[src/rtl/mem_bus_arbiter.sv]
// Shares one single-port memory bus between IF fetches and MEM data accesses.
// Optional misaligned-access rejection on the MEM port: define MEM_BUS_ARB_ALIGN_CHK_EN.
module mem_bus_arbiter #(
    parameter int ADDR_W       = 32,
    parameter int DATA_W       = 32,
    parameter int WAIT_CYCLES  = 1,
    parameter int STARVE_LIMIT = 4
) (
    input  logic              clk,
    input  logic              rst,
    input  logic              if_req_i,
    input  logic [ADDR_W-1:0] if_addr_i,
    output logic [DATA_W-1:0] if_rdata_o,
    output logic              if_ack_o,
    input  logic              mem_req_i,
    input  logic              mem_we_i,
    input  logic [3:0]        mem_sel_i,
    input  logic [ADDR_W-1:0] mem_addr_i,
    input  logic [DATA_W-1:0] mem_wdata_i,
    output logic [DATA_W-1:0] mem_rdata_o,
    output logic              mem_ack_o,
    output logic              mem_err_o,
    output logic              bus_ce_o,
    output logic              bus_we_o,
    output logic [3:0]        bus_sel_o,
    output logic [ADDR_W-1:0] bus_addr_o,
    output logic [DATA_W-1:0] bus_wdata_o,
    input  logic [DATA_W-1:0] bus_rdata_i,
    output logic              stall_req_o
);

    localparam int SW = (STARVE_LIMIT < 2) ? 1 : $clog2(STARVE_LIMIT + 1);
    localparam logic [SW-1:0] STARVE_MAX = SW'(STARVE_LIMIT);
    localparam logic [3:0]    WAIT_INIT  = 4'(WAIT_CYCLES);

    typedef enum logic [1:0] {
        S_IDLE     = 2'd0,
        S_BUSY_IF  = 2'd1,
        S_BUSY_MEM = 2'd2
    } state_t;

    state_t            r_state;
    logic [3:0]        r_wait;
    logic [SW-1:0]     r_starve;
    logic [DATA_W-1:0] r_if_rdata;
    logic [DATA_W-1:0] r_mem_rdata;
    logic              r_if_ack;
    logic              r_mem_ack;
    logic              r_mem_err;
    logic              r_bus_ce;
    logic              r_bus_we;
    logic [3:0]        r_bus_sel;
    logic [ADDR_W-1:0] r_bus_addr;
    logic [DATA_W-1:0] r_bus_wdata;

    logic              w_if_req;
    logic              w_mem_req;
    logic              w_grant_mem;
    logic              w_grant_if;
    logic              w_misalign;
    logic [SW-1:0]     w_starve_inc;

`ifdef MEM_BUS_ARB_ALIGN_CHK_EN
    function automatic logic f_misaligned(input logic [3:0] sel, input logic [1:0] addr_lo);
        logic res;
        case (sel)
            4'hF:       res = (addr_lo != 2'b00);
            4'h3, 4'hC: res = addr_lo[0];
            default:    res = 1'b0;
        endcase
        return res;
    endfunction

    assign w_misalign = f_misaligned(mem_sel_i, mem_addr_i[1:0]);
`else
    assign w_misalign = 1'b0;
`endif

    // A requester still holding its line during its own ack cycle is not a new request.
    assign w_if_req     = if_req_i & ~r_if_ack;
    assign w_mem_req    = mem_req_i & ~r_mem_ack;
    assign w_grant_mem  = w_mem_req & ~(w_if_req & (r_starve == STARVE_MAX));
    assign w_grant_if   = w_if_req & ~w_grant_mem;
    assign w_starve_inc = (r_starve == STARVE_MAX) ? r_starve : r_starve + SW'(1);

    assign stall_req_o = (if_req_i & ~r_if_ack) | (mem_req_i & ~r_mem_ack);

    assign if_rdata_o  = r_if_rdata;
    assign mem_rdata_o = r_mem_rdata;
    assign if_ack_o    = r_if_ack;
    assign mem_ack_o   = r_mem_ack;
    assign mem_err_o   = r_mem_err;
    assign bus_ce_o    = r_bus_ce;
    assign bus_we_o    = r_bus_we;
    assign bus_sel_o   = r_bus_sel;
    assign bus_addr_o  = r_bus_addr;
    assign bus_wdata_o = r_bus_wdata;

    // Arbitration, bus-cycle sequencing and completion signalling.
    always_ff @(posedge clk) begin
        if (rst) begin
            r_state     <= S_IDLE;
            r_wait      <= 4'd0;
            r_starve    <= '0;
            r_if_rdata  <= '0;
            r_mem_rdata <= '0;
            r_if_ack    <= 1'b0;
            r_mem_ack   <= 1'b0;
            r_mem_err   <= 1'b0;
            r_bus_ce    <= 1'b0;
            r_bus_we    <= 1'b0;
            r_bus_sel   <= 4'h0;
            r_bus_addr  <= '0;
            r_bus_wdata <= '0;
        end else begin
            r_if_ack  <= 1'b0;
            r_mem_ack <= 1'b0;
            r_mem_err <= 1'b0;
            case (r_state)
                S_IDLE: begin
                    if (w_grant_mem && w_misalign) begin
                        r_mem_ack <= 1'b1;
                        r_mem_err <= 1'b1;
                    end else if (w_grant_mem) begin
                        r_state     <= S_BUSY_MEM;
                        r_wait      <= WAIT_INIT;
                        r_bus_ce    <= 1'b1;
                        r_bus_we    <= mem_we_i;
                        r_bus_sel   <= mem_sel_i;
                        r_bus_addr  <= mem_addr_i;
                        r_bus_wdata <= mem_wdata_i;
                        r_starve    <= w_if_req ? w_starve_inc : '0;
                    end else if (w_grant_if) begin
                        r_state     <= S_BUSY_IF;
                        r_wait      <= WAIT_INIT;
                        r_bus_ce    <= 1'b1;
                        r_bus_we    <= 1'b0;
                        r_bus_sel   <= 4'hF;
                        r_bus_addr  <= if_addr_i;
                        r_bus_wdata <= '0;
                        r_starve    <= '0;
                    end else begin
                        r_starve <= '0;
                    end
                end
                S_BUSY_IF, S_BUSY_MEM: begin
                    if (r_wait == 4'd0) begin
                        if (r_state == S_BUSY_IF) begin
                            r_if_rdata <= bus_rdata_i;
                            r_if_ack   <= 1'b1;
                        end else begin
                            if (!r_bus_we) begin
                                r_mem_rdata <= bus_rdata_i;
                            end
                            r_mem_ack <= 1'b1;
                        end
                        r_bus_ce <= 1'b0;
                        r_bus_we <= 1'b0;
                        r_state  <= S_IDLE;
                    end else begin
                        r_wait <= r_wait - 4'd1;
                    end
                end
                default: begin
                    r_state  <= S_IDLE;
                    r_bus_ce <= 1'b0;
                    r_bus_we <= 1'b0;
                end
            endcase
        end
    end

endmodule

[config.mk]
export PLATFORM = sky130hd
export DESIGN_NAME = mem_bus_arbiter
export DESIGN_NICKNAME = d
export VERILOG_FILES = /design/src/rtl/mem_bus_arbiter.sv
export SDC_FILE = /design/constraint.sdc
export NUM_CORES = 1
export LEC_CHECK = 0
export CAP_MARGIN = 20
export CORE_MARGIN = 1.5
export CORE_UTILIZATION = 43
export CTS_BUF_LIST = sky130_fd_sc_hd__clkbuf_8
export DETAILED_ROUTE_END_ITERATION = 10
export GPL_TIMING_DRIVEN = 0
export PLACE_DENSITY = 0.95
export SYNTH_ARGS = -nofsm -noshare
export SYNTH_HDL_FRONTEND = slang
export SYNTH_SLANG_ARGS = --single-unit
[constraint.sdc]
create_clock -name clk -period 2.2 [get_ports clk]
set_input_delay 0.44 -clock clk [delete_from_list [all_inputs] [get_ports clk]]
set_output_delay 0.44 -clock clk [all_outputs]
set_load 0.02 [all_outputs]
* Word level (Yosys, flattened, before mapping)
Index checks and enable logic that the tools add are counted.
Cells by class: $add $sub $neg 2, multiply operators 0, div/mod/pow operators 0, order comparisons 0, equality and inequality tests 7, shift-type cells 0, muxes and demuxes 26, bitwise operators 14, reductions and logical operators 12
Operators by type and width (count):
- $mux W32 | 4
- $mux W4 | 5
- $mux W3 | 3
- $not A1 Y1 | 8
- $pmux W4 S2 | 1
- $mux W1 | 7
- $mux W2 | 3
- $ne A3 B3 Y1 const B | 2
- $reduce_and A2 Y1 | 3
- $reduce_and A3 Y1 | 2
- $and A1 B1 Y1 | 5
- $logic_not A4 Y1 | 1
- $ne A2 B2 Y1 const B | 2
- $pmux W1 S2 | 2
- $pmux W2 S2 | 1
- $reduce_and A4 Y1 | 1
- $reduce_bool A2 Y1 | 2
- $sub A4 B1 Y4 const B | 1
- $add A3 B1 Y3 const B | 1
- $eq A3 B3 Y1 const B | 1
- $reduce_or A3 Y1 | 1
- $eq A2 B1 Y1 const B | 1
- $eq A2 B2 Y1 const B | 1
- $logic_not A2 Y1 | 1
- 2 further kinds | 2
Word-level totals: register bits 145, latch bits 0, RAM bits 0, ROM bits 0, output and inout port bits 138, memories kept 0

* Longest topological paths before layout
Gate-level depths: netlist of run 1.
depth after elaboration 10, mapped depth 8, gate-level depth less buffers 6

* Least setup slack after synthesis of run 1
OpenSTA, ideal clock, no wires.
path kind register to register, from register r_state[0], to register r_bus_wdata[10] (netlist: bus_wdata_o[10]), setup time 0.128 ns, data arrival time 1.478 ns, required time 2.072 ns, setup slack 0.594 ns, stages on the path, launching flop included 9, period minus slack after synthesis 1.606 ns, path through dfxtp_1 -> inv_1 -> ha_1 -> and3b_1 -> and2_1 -> buf_4 -> buf_4 -> a22oi_1 -> nor2_1
On the way: longest elaborated chain between the ends 2
Ends and longest elaborated chain:
- start: declaration | RTL line 42 | state_t r_state;
- start signal: assignment | RTL line 102 | r_state <= S_IDLE;
- start signal: assignment | RTL line 125 | r_state <= S_BUSY_MEM;
- start signal: assignment | RTL line 134 | r_state <= S_BUSY_IF;
- $logic_not A2 Y1 | RTL line 119 | case (r_state)
- $reduce_and A2 Y1 (no line)
- end signal: assignment | RTL line 131 | r_bus_wdata <= mem_wdata_i;
- end: declaration | RTL line 54 | logic [DATA_W-1:0] r_bus_wdata;
Every way passes these cells. A chain may end at the register's enable or synchronous reset.

* Worst setup path in the final report of run 1
from input port mem_req_i, to output port stall_req_o
On the way: longest elaborated chain between the ends 2
Ends and longest elaborated chain:
- start: declaration | RTL line 15 | input logic mem_req_i,
- $and A1 B1 Y1 | RTL line 86 | assign stall_req_o = (if_req_i & ~r_if_ack) | (mem_req_i & ~r_mem_ack);
- $or A1 B1 Y1 | RTL line 86
- end: declaration | RTL line 29 | output logic stall_req_o
Every way passes these cells.

==> results of run 1 <==
==> power by group through the flow <==
stage          logic [mW]  registers (mW)  clock network, mW
6_report             2.54            3.07               2.41
5_1_grt              2.71            3.10               2.59
4_1_cts              2.54            3.06               2.46
3_5_place_dp         2.53            3.12                  0
3_3_place_gp         2.48            3.11                  0
2_1_floorplan        1.12            3.43                  0
==> stage by stage <==
stage	TNS (ps)	hold slack, ps	worst slack [ps]
4_1_cts	0	457	207
2_1_floorplan	0	454	594
3_5_place_dp	-9900	447	-266
3_3_place_gp	-8500	441	-226
6_report	0	456	196
5_1_grt	0	466	60.4
==> cell usage in the layout (no fill, tap or decap), types with 17 or more instances in the layout <==
| master | n |
|---|---|
| dfxtp_1 | 145 |
| nor2_1 | 77 |
| clkbuf_8 | 20 |
| nand2_1 | 170 |
| a211oi_2 | 30 |
| a22oi_1 | 32 |
| buf_2 | 17 |
| a21oi_2 | 30 |
| a21oi_1 | 75 |
| clkdlybuf4s50_1 | 272 |
==> logic make-up (layout without fill, tap and decap cells) <==
| logic type | after synthesis | after routing | share of synthesized area, % |
|---|---|---|---|
| AO/OA/AOI/OAI | 186 | 186 | 23.9 |
| other | 1 | 1 | 0.0635 |
| flip-flops | 145 | 145 | 49.2 |
| adder cells (fa/ha/maj) | 5 | 5 | 1.06 |
| AND/OR/NAND/NOR | 275 | 275 | 19.2 |
| buffers and inverters | 60 | 365 | 6.61 |
==> per-layer routing <==
layer	global-route usage, %	part of all wire, %
met1	29.8	41
met2	42.9	50
met3	5.61	6.0
met4	11.8	3.0
met5	0	0
==> state kept, by name, summed over array words and instances, names as in the netlist <==
signal	flops
if_ack_o	1
bus_we_o	1
bus_ce_o	1
mem_ack_o	1
if_rdata_o	32
r_state	2
r_wait	4
r_starve	3
mem_rdata_o	32
bus_sel_o	4
bus_wdata_o	32
bus_addr_o	32
==> how the worst min path moves through the flow <==
stage,endpoint,slack (ps),cells after the start
5_1_grt,mem_rdata_o[19]$_SDFFE_PP0P_,470,2
3_5_place_dp,if_rdata_o[1]$_SDFFE_PP0P_,450,2
6_report,if_rdata_o[12]$_SDFFE_PP0P_,460,2
3_3_place_gp,if_rdata_o[15]$_SDFFE_PP0P_,440,2
2_1_floorplan,r_state[1]$_SDFFE_PP0P_,450,2
4_1_cts,if_rdata_o[23]$_SDFFE_PP0P_,460,2
==> final cells by class <==
type / count / area (µm²) / area share [%]
Buffer: 53 / 364 / 3.91
Clock buffer: 20 / 275 / 2.95
Clock inverter: 12 / 189 / 2.03
Inverter: 7 / 26.3 / 0.282
Multi-Input combinational cell: 467 / 2610 / 28.0
Sequential cell: 145 / 2900 / 31.1
Tap cell: 176 / 220 / 2.36
Timing Repair Buffer: 273 / 2730 / 29.3
==> worst max-delay path, stage by stage <==
cell	delay, ps
clkdlybuf4s50_1	540
nand2b_4	100
nand2_1	90
dlygate4sd2_1	390
==> timing repair <==
item,in CTS,in global routing
endpoints found under the setup margin,1,0
endpoints found under the hold margin,0,0
gates resized for setup,1,0
==> metrics, run 1 <==
EDFF count, synth 0; CP Launch Type primary input; CP endpoint kind output port; nets@finish 1,106; max cap viols 0; Detail Placement HPWL between 10 and 15 mm; Placed Area 8860 µm²; via density per instance just over 5; internal power approximately 5.5 mW; Peak VDD IR 0.478 mV; total power 8.01 mW; critical path required time ~1800 ps; WS Path Type primary input to output port; final non-filler cell total 1,153; I/O pin count around 280; sequential-to-total area share from yosys stat about half; Syn Inst Count around 670; top-count cell post-synth nand2_1; Worst Path Arrival 1560 ps; CP Max Fanout 6; Setup Skew 10.9 ps; Routed WL around 19 mm; number of synthesis warnings 0; fin. max-slew vios 0; RD Place Congestion about 0.8; Comb pwr share 31.7%; Setup crit end stall_req_o; Die X around 120 µm; share of layout cells above drive strength 1 13.7%; most common flop cell mapped by yosys dfxtp_1; NetSw 2.49 mW; Num CTS Buffers 17; Hold Fails Final Rpt 0; Worst-Margin Slew 756 ps; Max Fclk about 500 MHz; Clk pwr share between 30% and 40%; # setup viols final 0; Root Buffer clkbuf_8; Iteration-0 DRC Markers between 300 and 400; syn_nets 814; area leader, netlist dfxtp_1; first-pass GRT wire length between 20 and 30 mm; outcome completed; clock tree buffer depth 2; Routed Antenna Nets 0; WL per Instance about 16 µm; RSZ-0062 raised after global routing false; Lkg Pwr roughly 3.4 nW; FF+latch count, synth roughly 150; Inst Count DP 1,121; switching share of total power between 30% and 40%; clock sink count between 100 and 150; CTS tree yes; beginning of the worst hold path if_rdata_o[12]$_SDFFE_PP0P_; Reg-to-Reg End bus_wdata_o[4]$_SDFFE_PP0P_; synth cell count leaders nand2_1 (170), dfxtp_1 (145), nor2_1 (77), a21oi_1 (75), a22oi_1 (32); final core utilization between 60% and 70%; largest net degree at the start of global routing 17; R2R depth 8; part of the power in registers between 30% and 40%; Rows between 40 and 50; core footprint 13,300 µm²; postcts setup bufs 0; number of global-route vias before repair between 5,000 and 6,000; final instance area roughly 9300 µm²; synthesized area per cell roughly 8.8 µm²; Layout area overhead 57.9%; PD cells between 800 and 900 nW/µm²; HP Class flop to flop; reg2reg start r_state[0]$_SDFFE_PP0P_; Residual DRC 0; Slew HR just under 50%; cts hold-fix bufs 0; clock slew at reported path FFs ~70 ps; vias about 5,900; synth unique cells between 40 and 50; top-area cell type share of the netlist area between 40% and 50%; H-tree depth 4; Tcrit/Tclk final 91.1%; initial antenna violation count 0; Setup crit start mem_req_i; Tmin final ~2000 ps; # port buffers around 270; drt pass-1 iters 5; Synth Cell Area 5900 µm²; Remaining Overflow, GRT 0; asr flop ratio synth 0%; worst skew pair latency ~440 ps; # fillers ~1,000; # diodes 0; R2R Setup Slk approximately 340 ps; overall global routing resource usage between 20 and 30%; Die Span Y ~120 µm; top cells by area, synth dfxtp_1 (49%), nand2_1 (11%), a211oi_2 (6.4%), a21oi_1 (6.4%), nor2_1 (4.9%); Initial Utilization between 40 and 50%; die footprint about 14,000 µm²
(Power assumes the default switching activity.)
==> inputs of run 2 (changes only) <==
--- a/config.mk
+++ b/config.mk
@@ -12,6 +12,7 @@
 export DETAILED_ROUTE_END_ITERATION = 10
 export GPL_TIMING_DRIVEN = 0
 export PLACE_DENSITY = 0.95
+export SKIP_LAST_GASP = 1
 export SYNTH_ARGS = -nofsm -noshare
 export SYNTH_HDL_FRONTEND = slang
 export SYNTH_SLANG_ARGS = --single-unit
==> results of run 2 <==
Same layout as run 1: the final DEF is identical, and so are final timing and power.
==> inputs of run 3 (changes only) <==
--- a/config.mk
+++ b/config.mk
@@ -6,9 +6,9 @@
 export NUM_CORES = 1
 export LEC_CHECK = 0
 export CAP_MARGIN = 20
-export CORE_MARGIN = 1.5
+export CORE_MARGIN = 3
 export CORE_UTILIZATION = 43
-export CTS_BUF_LIST = sky130_fd_sc_hd__clkbuf_8
+export CTS_BUF_LIST = sky130_fd_sc_hd__clkbuf_4 sky130_fd_sc_hd__clkbuf_8
 export DETAILED_ROUTE_END_ITERATION = 10
 export GPL_TIMING_DRIVEN = 0
 export PLACE_DENSITY = 0.95
==> run 3 against run 2 <==
Against the previous run:
- sequential cell count is the same
- sequential share of layout area grew 0.18 points
- worst hold slack lost 0.67 ps
- setup slack lost 58 ps
- critical endpoint unchanged
- via count grew 1.7%
- clock-buffer cell count grew 1
- critical path type unchanged
- highest routed layer unchanged
- cell count is essentially flat
- clock power shrank 8.7%
- non-clock buffer count is the same
- largest power group unchanged
- utilization shrank 0.40 points
==> metrics, run 3 (synthesis gave the netlist of run 1 again) <==
Routed Antenna Nets 0 (unchanged); # setup viols final 0 (unchanged); number of global-route vias before repair 5,855 (+2.7%); # port buffers 273 (unchanged); Root Buffer clkbuf_8; Iteration-0 DRC Markers 310 (+0.98%); Max Fclk 485 MHz (-2.8%); Lkg Pwr 3.35 nW (-1.1%); Worst Path Arrival 1620 ps (+60 ps); outcome completed; WL per Instance 16.9 µm (+4.6%); clock slew at reported path FFs 80 ps (about the same); Detail Placement HPWL 14.5 mm (+5.1%); clock tree buffer depth 2 (unchanged); Tcrit/Tclk final 93.8% (+2.7 points); share of layout cells above drive strength 1 13.9% (+0.22 points); Initial Utilization 44.2% (unchanged); largest net degree at the start of global routing 17 (unchanged); core footprint 13,300 µm² (unchanged); initial antenna violation count 0 (unchanged); clock sink count 145 (unchanged); WS Path Type primary input to output port; nets@finish 1,106 (unchanged); PD cells 843 nW/µm² (-1.9%); Slew HR 52.0% (+2.3 points); die footprint 15,200 µm² (+5.1%); critical path required time 1760 ps (about the same); CTS tree yes; overall global routing resource usage 24.9% (-0.16 points); first-pass GRT wire length 29.5 mm (+4.1%); drt pass-1 iters 4 (-1); vias 5,982 (+1.7%); RD Place Congestion 0.798 (-0.55%); CP Launch Type primary input; max cap viols 0 (unchanged); cts hold-fix bufs 0 (unchanged); R2R Setup Slk 360 ps (+20 ps); Tmin final 2060 ps (+58.5 ps); most common cell after layout, fill and taps aside clkdlybuf4s50_1; # fillers 1,026 (-1.4%); Die Span Y 123 µm (+2.5%); Die X 123 µm (+2.5%); via density per instance 5.19 (+1.8%); Post-Route Setup TNS 0 ps (unchanged); Layout area overhead 56.9%; CP endpoint kind output port; fin. max-slew vios 0 (unchanged); Remaining Overflow, GRT 0 (unchanged); RSZ-0062 raised after global routing false; I/O pin count 275 (unchanged); Routed WL 19.5 mm (+4.5%); H-tree depth 4 (unchanged); Worst-Margin Slew 721 ps (-35.1 ps); final instance area 9270 µm² (-0.58%); Peak VDD IR 0.485 mV (+1.5%); Num CTS Buffers 17 (unchanged); worst skew pair latency 430 ps (about the same); Rows 42 (unchanged); HP Class flop to flop; Residual DRC 0 (unchanged); # diodes 0 (unchanged); Hold Worst Slack 455 ps (-0.672 ps); Placed Area 8860 µm² (unchanged); CP Max Fanout 6 (unchanged); most frequent cells in the layout clkdlybuf4s50_1 (272), nand2_1 (170), dfxtp_1 (145); Setup Skew 5.07 ps (-5.87 ps); Hold Fails Final Rpt 0 (unchanged)
-- run 3: cell types whose count changed in the layout (fill, tap and decap cells not counted) --
cell,delta
clkbuf_4,+2
inv_1,-3
clkinvlp_4,+2
inv_6,+1
clkbuf_8,-1
clkinv_2,+2
bufinv_16,-2
clkinv_4,-2
-- run 3: what timing repair did --
item,CTS,global route
resized for setup,1,0
setup buffers,0,0
endpoints found under the setup margin,1,0
-- run 3: critical path, stage by stage --
cell and delay [ps]:
clkdlybuf4s50_1 570, nand2b_4 100, nand2_1 120, dlygate4sd2_1 390
-- run 3: path summary, 6_finish.rpt --
kind | start | end | cells after the start
worst max register to register | r_state[0]$_SDFFE_PP0P_ | mem_rdata_o[14]$_SDFFE_PP0P_ | 8
worst max-delay path | if_req_i | stall_req_o | 4
worst min register to register | mem_rdata_o[6]$_SDFFE_PP0P_ | mem_rdata_o[6]$_SDFFE_PP0P_ | 2
worst min-delay path | mem_rdata_o[6]$_SDFFE_PP0P_ | mem_rdata_o[6]$_SDFFE_PP0P_ | 2
-- run 3: final cells by class --
| class | count | area [µm²] | area share [%] |
|---|---|---|---|
| inverters | 7 | 26.3 | 0.284 |
| well taps | 176 | 220 | 2.38 |
| flip-flops and latches | 145 | 2900 | 31.3 |
| clock inverters | 10 | 134 | 1.44 |
| plain buffers | 53 | 364 | 3.93 |
| clock buffers | 21 | 277 | 2.98 |
| repair buffers | 273 | 2730 | 29.5 |
| multi-input cells | 467 | 2610 | 28.2 |
-- run 3: report_power, final --
group | switching [mW] | internal (mW) | total, mW
Clock | 1.00 | 1.20 | 2.20
Combinational | 1.36 | 1.19 | 2.55
Sequential | 0.153 | 2.91 | 3.06
Total | 2.52 | 5.29 | 7.81
-- run 3: layer usage --
metal | share of wire [%] | wire length, µm | track usage, %
met5 | 0 | 0 | 0
met4 | 3.8 | 734 | 12.0
met2 | 50 | 9660 | 42.3
met3 | 7.3 | 1420 | 7.59
met1 | 39 | 7660 | 28.4
-- run 3: through the flow --
step / instances / utilization (%) / power (mW) / setup WS (ps)
3_3_place_gp: 1121 / 66.4 / 5.60 / -239
3_5_place_dp: 1121 / 66.4 / 5.66 / -287
5_1_grt: 1152 / 69.4 / 8.18 / 95.9
6_report: 1152 / 69.4 / 7.81 / 137
2_1_floorplan: 672 / - / 4.56 / 594
4_1_cts: 1152 / 69.4 / 7.85 / 146
